==> src/rtl/audio_pkg.sv <==
// Shared audio definitions: mixer FSM encoding, sample midpoint and accumulator
// sizing, plus the sample period common to the players and the mixer.
package audio_pkg;

   typedef enum logic [1:0] {
      ST_IDLE  = 2'd0,
      ST_SUM   = 2'd1,
      ST_WAIT  = 2'd2,
      ST_WRITE = 2'd3
   } mix_state_t;

   localparam int DEFAULT_TICK_PERIOD = 2085;

   function automatic int sample_mid(input int sample_w);
      return 1 << (sample_w - 1);
   endfunction

   // One extra bit per doubling of voices keeps the worst-case sum in range.
   function automatic int acc_w(input int sample_w, input int num_voices);
      return sample_w + $clog2(num_voices);
   endfunction

endpackage

==> src/rtl/sample_tick_gen.sv <==
// Sample-rate tick: tick_cnt runs 0..TICK_PERIOD-1 and tick marks the last count.
// Shared with the sample players so producer and mixer stay phase-locked.
module sample_tick_gen
   import audio_pkg::*;
#(
   parameter int TICK_PERIOD = DEFAULT_TICK_PERIOD,
   localparam int CNT_W = $clog2(TICK_PERIOD)
) (
   input  logic CLOCK_50,
   input  logic reset,
   output logic tick
);

   logic [CNT_W-1:0] tick_cnt;

   assign tick = (tick_cnt == CNT_W'(TICK_PERIOD - 1));

   always_ff @(posedge CLOCK_50) begin
      if (reset)
         tick_cnt <= '0;
      else if (tick)
         tick_cnt <= '0;
      else
         tick_cnt <= tick_cnt + 1'b1;
   end

endmodule

==> src/rtl/voice_mixer.sv <==
// Mixes NUM_VOICES offset-binary voices into one signed PCM word per sample tick
// and writes it to both codec channels. Optional macro: VOICE_MIXER_OVERRUN_EN.
//
// state    | meaning
// ST_IDLE  | waiting for the sample tick; snapshot inputs on tick
// ST_SUM   | accumulate one voice per cycle
// ST_WAIT  | mixed word ready, waiting for codec FIFO space
// ST_WRITE | write strobe high for this single cycle
module voice_mixer
   import audio_pkg::*;
#(
   parameter int NUM_VOICES  = 4,
   parameter int SAMPLE_W    = 5,
   parameter int OUT_W       = 24,
   parameter int TICK_PERIOD = DEFAULT_TICK_PERIOD
) (
   input  logic                           CLOCK_50,
   input  logic                           reset,
   input  logic [NUM_VOICES*SAMPLE_W-1:0] voice_sample,
   input  logic [NUM_VOICES-1:0]          voice_active,
   input  logic                           audio_out_allowed,
   output logic                           write_audio_out,
   output logic [OUT_W-1:0]               left_channel_audio_out,
   output logic [OUT_W-1:0]               right_channel_audio_out,
   output logic                           busy
`ifdef VOICE_MIXER_OVERRUN_EN
   ,
   output logic [15:0]                    overrun_count
`endif
);

   localparam int ACC_W = acc_w(SAMPLE_W, NUM_VOICES);
   localparam int MID   = sample_mid(SAMPLE_W);
   localparam int IDX_W = $clog2(NUM_VOICES);

   logic                           tick;
   mix_state_t                     state;
   logic [IDX_W-1:0]               idx;
   logic [NUM_VOICES*SAMPLE_W-1:0] snap_sample;
   logic [NUM_VOICES-1:0]          snap_active;
   logic signed [ACC_W-1:0]        acc;
   logic [SAMPLE_W-1:0]            voice_arr [NUM_VOICES];
   logic signed [ACC_W-1:0]        cur_term;
   logic [OUT_W-1:0]               mix_word;

   sample_tick_gen #(.TICK_PERIOD(TICK_PERIOD)) u_tick (
      .CLOCK_50 (CLOCK_50),
      .reset    (reset),
      .tick     (tick)
   );

   always_comb begin
      for (int i = 0; i < NUM_VOICES; i++)
         voice_arr[i] = snap_sample[i*SAMPLE_W +: SAMPLE_W];
   end

   // Inactive voices contribute silence, i.e. the midpoint, i.e. zero.
   always_comb begin
      cur_term = '0;
      if (snap_active[idx])
         cur_term = ACC_W'(signed'({1'b0, voice_arr[idx]})) - ACC_W'(MID);
   end

   assign mix_word = {acc, {(OUT_W-ACC_W){1'b0}}};

   always_ff @(posedge CLOCK_50) begin
      if (reset) begin
         state                   <= ST_IDLE;
         idx                     <= '0;
         snap_sample             <= '0;
         snap_active             <= '0;
         acc                     <= '0;
         write_audio_out         <= 1'b0;
         left_channel_audio_out  <= '0;
         right_channel_audio_out <= '0;
         busy                    <= 1'b0;
      end else begin
         write_audio_out <= 1'b0;
         case (state)
            ST_IDLE: begin
               if (tick) begin
                  snap_sample <= voice_sample;
                  snap_active <= voice_active;
                  acc         <= '0;
                  idx         <= '0;
                  busy        <= 1'b1;
                  state       <= ST_SUM;
               end
            end
            ST_SUM: begin
               acc <= acc + cur_term;
               idx <= idx + 1'b1;
               if (idx == IDX_W'(NUM_VOICES - 1))
                  state <= ST_WAIT;
            end
            ST_WAIT: begin
               if (audio_out_allowed) begin
                  write_audio_out         <= 1'b1;
                  left_channel_audio_out  <= mix_word;
                  right_channel_audio_out <= mix_word;
                  state                   <= ST_WRITE;
               end
            end
            ST_WRITE: begin
               busy  <= 1'b0;
               state <= ST_IDLE;
            end
            default: begin
               busy  <= 1'b0;
               state <= ST_IDLE;
            end
         endcase
      end
   end

`ifdef VOICE_MIXER_OVERRUN_EN
   // A tick that finds the FSM busy is dropped; count it, saturating.
   always_ff @(posedge CLOCK_50) begin
      if (reset)
         overrun_count <= '0;
      else if (tick && (state != ST_IDLE) && (overrun_count != 16'hFFFF))
         overrun_count <= overrun_count + 16'd1;
   end
`endif

endmodule
==> config.mk <==
export PLATFORM = sky130hd
export DESIGN_NAME = voice_mixer
export DESIGN_NICKNAME = d
export VERILOG_FILES = /design/src/rtl/audio_pkg.sv /design/src/rtl/sample_tick_gen.sv /design/src/rtl/voice_mixer.sv
export SDC_FILE = /design/constraint.sdc
export NUM_CORES = 1
export LEC_CHECK = 0
export BUFFER_PORTS_ARGS = -buffer_cell sky130_fd_sc_hd__buf_2
export CAP_MARGIN = 10
export CORE_MARGIN = 4
export CORE_UTILIZATION = 45
export DETAILED_ROUTE_END_ITERATION = 16
export PLACE_DENSITY = 0.72
export SYNTH_ARGS = -nofsm -noshare
export SYNTH_HDL_FRONTEND = slang
export SYNTH_SLANG_ARGS = --single-unit
==> constraint.sdc <==
create_clock -name CLOCK_50 -period 4.5 [get_ports CLOCK_50]
set_input_delay 0.225 -clock CLOCK_50 [delete_from_list [all_inputs] [get_ports CLOCK_50]]
set_output_delay 0.225 -clock CLOCK_50 [all_outputs]
set_load 0.03 [all_outputs]
## Yosys cells after proc, flatten, opt, wreduce, memory -nomap -nowiden

Index checks and enable logic that the tools add are counted.

| cells by class | value |
|---|---|
| add/sub/neg operators | 4 |
| $mul | 0 |
| divide/modulo/power cells | 0 |
| order comparisons | 2 |
| equal/unequal tests | 8 |
| shift operators | 0 |
| muxes and demuxes | 17 |
| bitwise gates (word level) | 2 |
| reductions and logical operators | 10 |

Operator list:

| operator | count |
|---|---|
| 7-bit two-way mux | 2 |
| 7-bit one-hot mux with 2 select lines | 1 |
| 12-bit by 1-bit adder with 12-bit output (second input constant) | 1 |
| 12-bit equality test (second input constant) | 1 |
| 5-bit binary-select mux with 2-bit select | 1 |
| 5-bit two-way mux | 2 |
| 2-bit two-way mux | 4 |
| 2-bit one-hot mux with 4 select lines | 1 |
| 2-bit AND reduction | 4 |
| 7-bit adder | 1 |
| 2-bit equality test (second input constant) | 3 |
| 2-bit != test (second input constant) | 3 |
| 5-bit by 5-bit subtractor with 6-bit output (second input constant) | 1 |
| 2-bit one-hot mux with 2 select lines | 1 |
| 2-bit nonzero test | 2 |
| 2-bit OR reduction | 2 |
| 3-bit >= comparator (second input constant) | 1 |
| 2-bit by 3-bit less-than comparator with 1-bit output (second input constant) | 1 |
| 1-bit two-way mux | 3 |
| 2-bit inverter with 3-bit output | 1 |
| 3-bit AND reduction | 1 |
| 2-bit by 1-bit adder with 2-bit output (second input constant) | 1 |
| 1-bit binary-select mux with 2-bit select | 1 |
| 2-bit by 1-bit equality test with 1-bit output (second input constant) | 1 |
| 3 further kinds | 3 |

| storage, ports and cells | value |
|---|---|
| flip-flop bits (word level) | 56 |
| latch bits | 0 |
| RAM bits | 0 |
| bits in read-only memories | 0 |
| bits of input ports | 27 |
| output and inout bits | 50 |
| logic and storage cells | 52 |
| memories kept | 0 |

## Depth between registers and ports, before layout

Gate-level depths: netlist (run 1).

| depth | value |
|---|---|
| depth after elaboration | 8 |
| mapped depth | 12 |
| mapped depth without buffers | 11 |

## Modules after synthesis

A second synthesis (run 1) with hierarchy kept.

| unflattened totals | value |
|---|---|
| cell total of the unflattened synthesis | 348 |
| area total of the unflattened synthesis | 2,934.1 um^2 |

Modules (own cells, without submodules):

| module | instances | cells an instance | area an instance (um^2) | sequential area each (um^2) |
|---|---|---|---|---|
| voice_mixer | 1 | 285 | 2,367.3 | 880.8 |
| sample_tick_gen | 1 | 63 | 566.8 | 240.2 |

## Worst setup path after synthesis (run 1)

OpenSTA, ideal clock, no wires.

| timing | value |
|---|---|
| kind | register -> register |
| start | register idx[0] |
| end | register acc[6] |
| setup time | 0.074 ns |
| arrival | 2.594 ns |
| required time | 4.426 ns |
| setup slack | 1.832 ns |
| cell stages (with the launch flop) | 13 |
| path buffers | 1 |
| period minus slack after synthesis | 2.668 ns |
| cells stage by stage | dfxtp_1 > buf_6 > mux4_1 > and2_1 > ha_1 > inv_1 > fa_1 > nor2b_1 > o31ai_1 > a21oi_1 > xnor2_1 > or3_1 > a31oi_1 |

| between the ends | value |
|---|---|
| word-level cells in the longest chain between the ends | 8 |
| elaborated cells between the ends (all ways) | 10 |
| those cells by class | add/sub: 2; mux: 7; bitwise: 1 |

RTL lines:

| item | RTL line | text |
|---|---|---|
| start, declared | voice_mixer.sv:38 | `logic [IDX_W-1:0] idx;` |
| start signal, assigned | voice_mixer.sv:92 | `idx <= idx + 1'b1;` |
| 2-bit inverter with 3-bit output (not written as such) | voice_mixer.sv:61 | `cur_term = ACC_W'(signed'({1'b0, voice_arr[idx]})) - ACC_W'(MID);` |
| 5-bit binary-select mux with 2-bit select | voice_mixer.sv:61 |  |
| 5-bit two-way mux (not written as such) (2 in series) | voice_mixer.sv:61 |  |
| 5-bit by 5-bit subtractor with 6-bit output | voice_mixer.sv:61 |  |
| 7-bit two-way mux (*) | voice_mixer.sv:60 | `if (snap_active[idx])` |
| 7-bit adder (*) | voice_mixer.sv:91 | `acc <= acc + cur_term;` |
| 7-bit one-hot mux with 2 select lines (*) | voice_mixer.sv:79 | `case (state)` |
| end signal, assigned | voice_mixer.sv:91 |  |
| end, declared | voice_mixer.sv:41 | `logic signed [ACC_W-1:0] acc;` |

Mark *: on every way between the ends. The rest lies on a longest branch, timed or not. The select of a mux whose other input is x is not followed.
A chain may end at the register's enable or synchronous reset.

## Worst setup path in the final report (run 1)

Same ends and word-level chain as after synthesis.

==> flow_summary.yaml, run 1 <==
route:
  dr_total_vias: 2159
  routed_wl_um: 5220
  remaining_drc_errors: 0
  first_iter_violations: 77
  vias_per_cell: 4.79
  post_drt_wl_per_cell_um: 11.6
  drtPass1Iterations: 4
  ant_nets: 0
synthesis:
  seq_area_frac_synth_pct: 38.6
  synth_area_sq_um: 2910
  synth_edf_count: 0
  synthCells: 346
  avgSynthCellArea_sq_um: 8.40
  yosysUniqueCellTypes: 46
  synth_flop_cell: "dfxtp_1"
  ys_ff_latch: 56
  synthTopCellsByArea: "dfxtp_1, buf_4, nand2_1, a21oi_1, ha_1"
  yosys.area.top_type_share_pct: 38.6
  yosysTopAreaCell: "dfxtp_1"
  ys_async_sr_fraction_pct: 0
  yosys_warnings: 0
clock_network:
  clk_latency_ns: 0.31
  cts.sinks: 56
  cts.repair.resized: 0
  holdBufCountCts: 0
  clock_path_buffers: 2
  cts_tree: "yes"
  cts_buffers: 5
  clock-root-buffer: "clkbuf_8"
  post_cts_buffers: 0
  ctsHtreeMaxLevel: 2
  clk_pin_slew_ns: 0.10
placement:
  placed_area_sq_um: 2960
  portBuffers: 42
  gp_congestion: 0.783
  dp_hpwl_um: 3840
  preCtsSetupSlack_ns: 1.54
die:
  die_w_um: 88.4
  pin_count: 77
  die_area_sq_um: 7810
  core-area_sq_um: 6310
  num_rows: 29
  initial_core_util_pct: 46.0
  die_h_um: 88.4
timing:
  setup_viol: 0
  clock_skew_ns: 0.00608
  period_share_pct: 66.0
  period_minus_slack_ns: 2.97
  rsz0062_at_grt: "no"
  maxSlewHeadroom_pct: 34.4
  clock.fmax_mhz: 337
  hold_viol: 0
  slew_violations: 0
  tns_ns: 0
  tightest_slew_ns: 0.981
  finalWorstSetupSlack_ns: 1.53
pwr:
  p_leak_nw: 1.32
  power.total_mw: 0.923
  p_per_area_nw_per_um2: 302
  peakVddDrop_uv: 189
run:
  drv_cap: 0
cells_and_area:
  layout.nets: 415
  fillers: 636
  fin_util_pct: 48.4
  drive_above_1_share_pct: 15.0
  mostFrequentLayoutCells: "nand2_1, dfxtp_1, buf_2, a21oi_1, conb_1"
  layout_commonest_cell: "nand2_1"
  area_growth_pct: 5.25
  stdcell_area_sq_um: 3060
  diodes: 0
worst_setup_path:
  cp_num_buf_inv: 1
  cp_max_fo: 10
  path_cells: "mux4_1 > and2_1 > ha_1 > inv_1 > fa_1 > nor2b_1 > o31ai_1 > a21oi_1 > xnor2_1 > or3_1 > a31oi_1"
  slowest_delay_ns: 0.67
  arrival_ns: 3.21
  crit_required_ns: 4.74
  start_kind: "register"
  crit_family: "multiplexers"
  crit_path_top_delay_cell: "mux4_1"
  critPathCaptureType: "register"
  path_class: "reg2reg"
global_routing:
  grt_start_max_net_pins: 47
  grt_pass1_vias: 2001
  antenna_found_initial: 0
  grtUsageTotal_pct: 14.1
  grt_pass1_wl_um: 8910
  grt_overflow: 0
min_path:
  hold_path.class: "in2reg"
outcome:
  outcome: "finished, final reports clean"
metrics by stage:
step           hold WS [ns]  instances
2_1_floorplan         0.361        379
5_1_grt               0.142        451
4_1_cts               0.129        451
6_report              0.141        451
3_3_place_gp          0.445        443
3_5_place_dp          0.449        443
metal layers:
metal  up-vias  global-route usage, %  routed length (um)
met5         -                      0                   0
met4         0                   6.04                  83
met3         8                   2.42                 222
met2        43                   22.6                2370
met1       983                   18.7                2540
li1       1125                      -                   -
logic make-up (layout without fill, tap and decap cells):
| group | count (synthesis) | count (layout) | share of synthesized area [%] |
|---|---|---|---|
| xor+xnor | 14 | 14 | 4.22 |
| fa+ha+maj | 15 | 15 | 6.72 |
| mux | 7 | 7 | 5.12 |
| buf+inv | 69 | 64 | 14.6 |
| other cells | 1 | 34 | 0.129 |
| compound gates | 56 | 56 | 11.2 |
| flops | 56 | 56 | 38.6 |
| simple gates | 128 | 128 | 19.4 |
sequential cells by signal, summed over array words and instances, names as in the netlist:
name	cells
snap_sample	20
u_tick.tick_cnt	12
acc	7
left_channel_audio_out	7
snap_active	4
idx	2
state	2
busy	1
write_audio_out	1
cell usage after synthesis, drive strengths merged, types with 3 or more instances:
| library cell | count |
|---|---|
| inv | 14 |
| nand2 | 65 |
| and3 | 5 |
| dfxtp | 56 |
| xor2 | 7 |
| xnor2 | 7 |
| a22oi | 3 |
| clkbuf | 10 |
| a21oi | 40 |
| nand3 | 13 |
| ha | 14 |
| mux4 | 5 |
| nor2 | 32 |
| and2 | 4 |
| buf | 45 |
power by group:
group          switching (mW)  internal (mW)  total, mW
clock network           0.162          0.125      0.288
logic                  0.0909         0.0329      0.124
registers             0.00908          0.503      0.512
worst register-to-register path: stages (launching register included):
cell     delay, ns
dfxtp_1       0.56
mux4_1        0.67
and2_1        0.18
ha_1          0.19
inv_1         0.07
fa_1          0.20
nor2b_1       0.07
o31ai_1       0.27
a21oi_1       0.13
xnor2_1       0.15
or3_1         0.30
a31oi_1       0.12
final timing paths:
| kind | from | end | slack [ns] | cells after the start |
|---|---|---|---|---|
| worst max-delay path | idx[0] | acc[6] | 1.53 | 11 |
| worst min-delay path | voice_sample[6] | snap_sample[6] | 0.14 | 3 |
| worst max register to register | idx[0] | acc[6] | 1.53 | 11 |
| worst min register to register | snap_sample[12] | snap_sample[12] | 0.46 | 2 |
cell type report:
| cell class | count | area (sq um) | area share, % |
|---|---|---|---|
| flip-flops and latches | 56 | 1120 | 36.7 |
| inverters | 14 | 52.6 | 1.72 |
| repair buffers | 42 | 210 | 6.87 |
| clock inverters | 1 | 7.51 | 0.245 |
| clock buffers | 7 | 86.3 | 2.82 |
| multi-input cells | 254 | 1480 | 48.5 |
| well taps | 77 | 96.3 | 3.15 |
(Power assumes the default switching activity.)
==> run 2: changes to the inputs <==
--- a/config.mk
+++ b/config.mk
@@ -10,7 +10,7 @@
 export CORE_MARGIN = 4
 export CORE_UTILIZATION = 45
 export DETAILED_ROUTE_END_ITERATION = 16
-export PLACE_DENSITY = 0.72
+export PLACE_DENSITY = 0.75
 export SYNTH_ARGS = -nofsm -noshare
 export SYNTH_HDL_FRONTEND = slang
 export SYNTH_SLANG_ARGS = --single-unit
==> constraint.sdc (replaced) <==
create_clock -name CLOCK_50 -period 2.6 [get_ports CLOCK_50]
set_input_delay 0.13 -clock CLOCK_50 [delete_from_list [all_inputs] [get_ports CLOCK_50]]
set_output_delay 0.13 -clock CLOCK_50 [all_outputs]
set_load 0.03 [all_outputs]
==> flow_summary.yaml, run 2 (synthesis gave the netlist of run 1 again) <==
cells_and_area:
  diodes: 0
  mostFrequentLayoutCells: "nand2_1, dfxtp_1, buf_2, a21oi_1, conb_1"
  fillers: 619
  layout_commonest_cell: "nand2_1"
  instances_no_fill: 465
  fin_util_pct: 51.3
  largest_reg_flops: 20
  area_growth_pct: 11.4
  regMostFlops: "snap_sample"
  layout.nets: 429
  top_regs: "snap_sample (20), u_tick.tick_cnt (12)"
  drive_above_1_share_pct: 22.4
timing:
  clock.fmax_mhz: 380
  slew_violations: 0
  setup_viol: 1
  tightest_slew_ns: 0.543
  finalWorstSetupSlack_ns: -0.0321
  maxSlewHeadroom_pct: 63.8
  clock_skew_ns: 0.0122
  period_minus_slack_ns: 2.63
  period_share_pct: 101
  hold_viol: 0
  rsz0062_at_grt: "yes"
  tns_ns: -0.0321
route:
  routed_wl_um: 5870
  vias_per_cell: 4.89
  first_iter_violations: 69
  ant_nets: 0
  dr_total_vias: 2276
  remaining_drc_errors: 0
  drtPass1Iterations: 6
  post_drt_wl_per_cell_um: 12.6
die:
  num_rows: 29
  die_w_um: 88.4
  die_h_um: 88.4
  pin_count: 77
  core-area_sq_um: 6310
  die_area_sq_um: 7810
  initial_core_util_pct: 46.0
clock_network:
  clk_latency_ns: 0.32
  clock-root-buffer: "clkbuf_8"
  cts.sinks: 56
  cts_tree: "yes"
  holdBufCountCts: 0
  clk_pin_slew_ns: 0.10
  cts_buffers: 5
  clock_path_buffers: 2
  ctsHtreeMaxLevel: 2
placement:
  gp_congestion: 0.821
  preCtsSetupSlack_ns: -0.174
  placed_cells: 454
  portBuffers: 42
  dp_hpwl_um: 4270
global_routing:
  grt_util_met3_pct: 2.61
  busiest_layer: "met2"
  met1_usage_pct: 19.1
  antenna_found_initial: 0
  grt_util_met2_pct: 23.5
  grtUsageTotal_pct: 14.8
  grt_start_max_net_pins: 28
  grt_pass1_vias: 2012
  grt_overflow: 0
  grt_pass1_wl_um: 9230
worst_setup_path:
  path_class: "reg2reg"
  cp_max_fo: 5
  timing.rr.start: "idx[0]"
  r2r-end: "acc[6]"
  start_kind: "register"
  arrival_ns: 2.88
  r2r_slack_ns: -0.03
  critPathCaptureType: "register"
  rr_worst_depth: 11
  crit_required_ns: 2.85
pwr:
  peakVddDrop_uv: 244
  p_per_area_nw_per_um2: 489
  p_leak_nw: 1.35
  power.total_mw: 1.58
min_path:
  hold_path.class: "in2reg"
  hold_end: "snap_sample[3]"
  min-delay-start: "voice_sample[3]"
  holdPathStages: 3
outcome:
  outcome: "complete, but fails checks"
  violations: "setup timing"
run:
  drv_cap: 0
==> run 2: cell types whose count changed in the layout (fill, tap and decap cells not counted), sizes merged <==
cell | previous run | this run
buf | 42 | 56
clkbuf | 7 | 6
clkinv | 0 | 1
clkinvlp | 1 | 0
inv | 14 | 15
==> run 2: layer usage <==
layer	vias up	share of wire, %
met5	-	0
met4	0	3.1
met3	18	6.1
met2	72	47
met1	1037	44
li1	1149	-
==> run 2: worst max-delay path by stage <==
| stage | start | endpoint | depth (start not counted) |
|---|---|---|---|
| after floorplan | idx[0] | acc[6] | 12 |
| after CTS | idx[0] | acc[5] | 11 |
| after global placement | idx[0] | acc[6] | 11 |
| final | idx[0] | acc[6] | 11 |
| after detailed placement | idx[0] | acc[6] | 11 |
| after global routing | idx[0] | acc[6] | 11 |
==> run 2: report_power, final <==
group	leakage (nW)	internal [mW]	switching, mW
sequential	0.453	0.870	0.0146
clock	0.0456	0.193	0.283
combinational	0.856	0.0601	0.162
==> run 2: per-stage QoR <==
stage / hold WS [ns] / instance area, sq um
5_1_grt: 0.0413 / 3240
3_3_place_gp: 0.372 / 3040
4_1_cts: 0.0362 / 3160
2_1_floorplan: 0.266 / 3030
6_report: 0.0406 / 3240
3_5_place_dp: 0.378 / 3040
==> run 2: critical path: stages, from the launching register on <==
cell	delay, ns
dfxtp_4	0.40
mux4_2	0.53
and2_4	0.19
ha_4	0.15
inv_2	0.06
fa_2	0.23
nor2b_4	0.05
o31ai_4	0.22
a21oi_2	0.10
xnor2_1	0.14
or3_1	0.35
a31oi_1	0.16
==> run 2: final cells by class <==
| cell class | instances | area, sq um | share of cell area, % |
|---|---|---|---|
| multi-input combinational | 254 | 1560 | 48.2 |
| sequential | 56 | 1130 | 34.8 |
| timing repair buffer | 56 | 315 | 9.74 |
| tap | 77 | 96.3 | 2.98 |
| clock buffer | 6 | 72.6 | 2.24 |
| inverter | 14 | 52.6 | 1.62 |
| clock inverter | 2 | 13.8 | 0.425 |
==> run 2: what timing repair did <==
item                       4_1_cts  5_1_grt
setup endpoints to repair        2        3
gates resized for setup         10       10
setup buffers                    1        2
pin swaps                        4        9
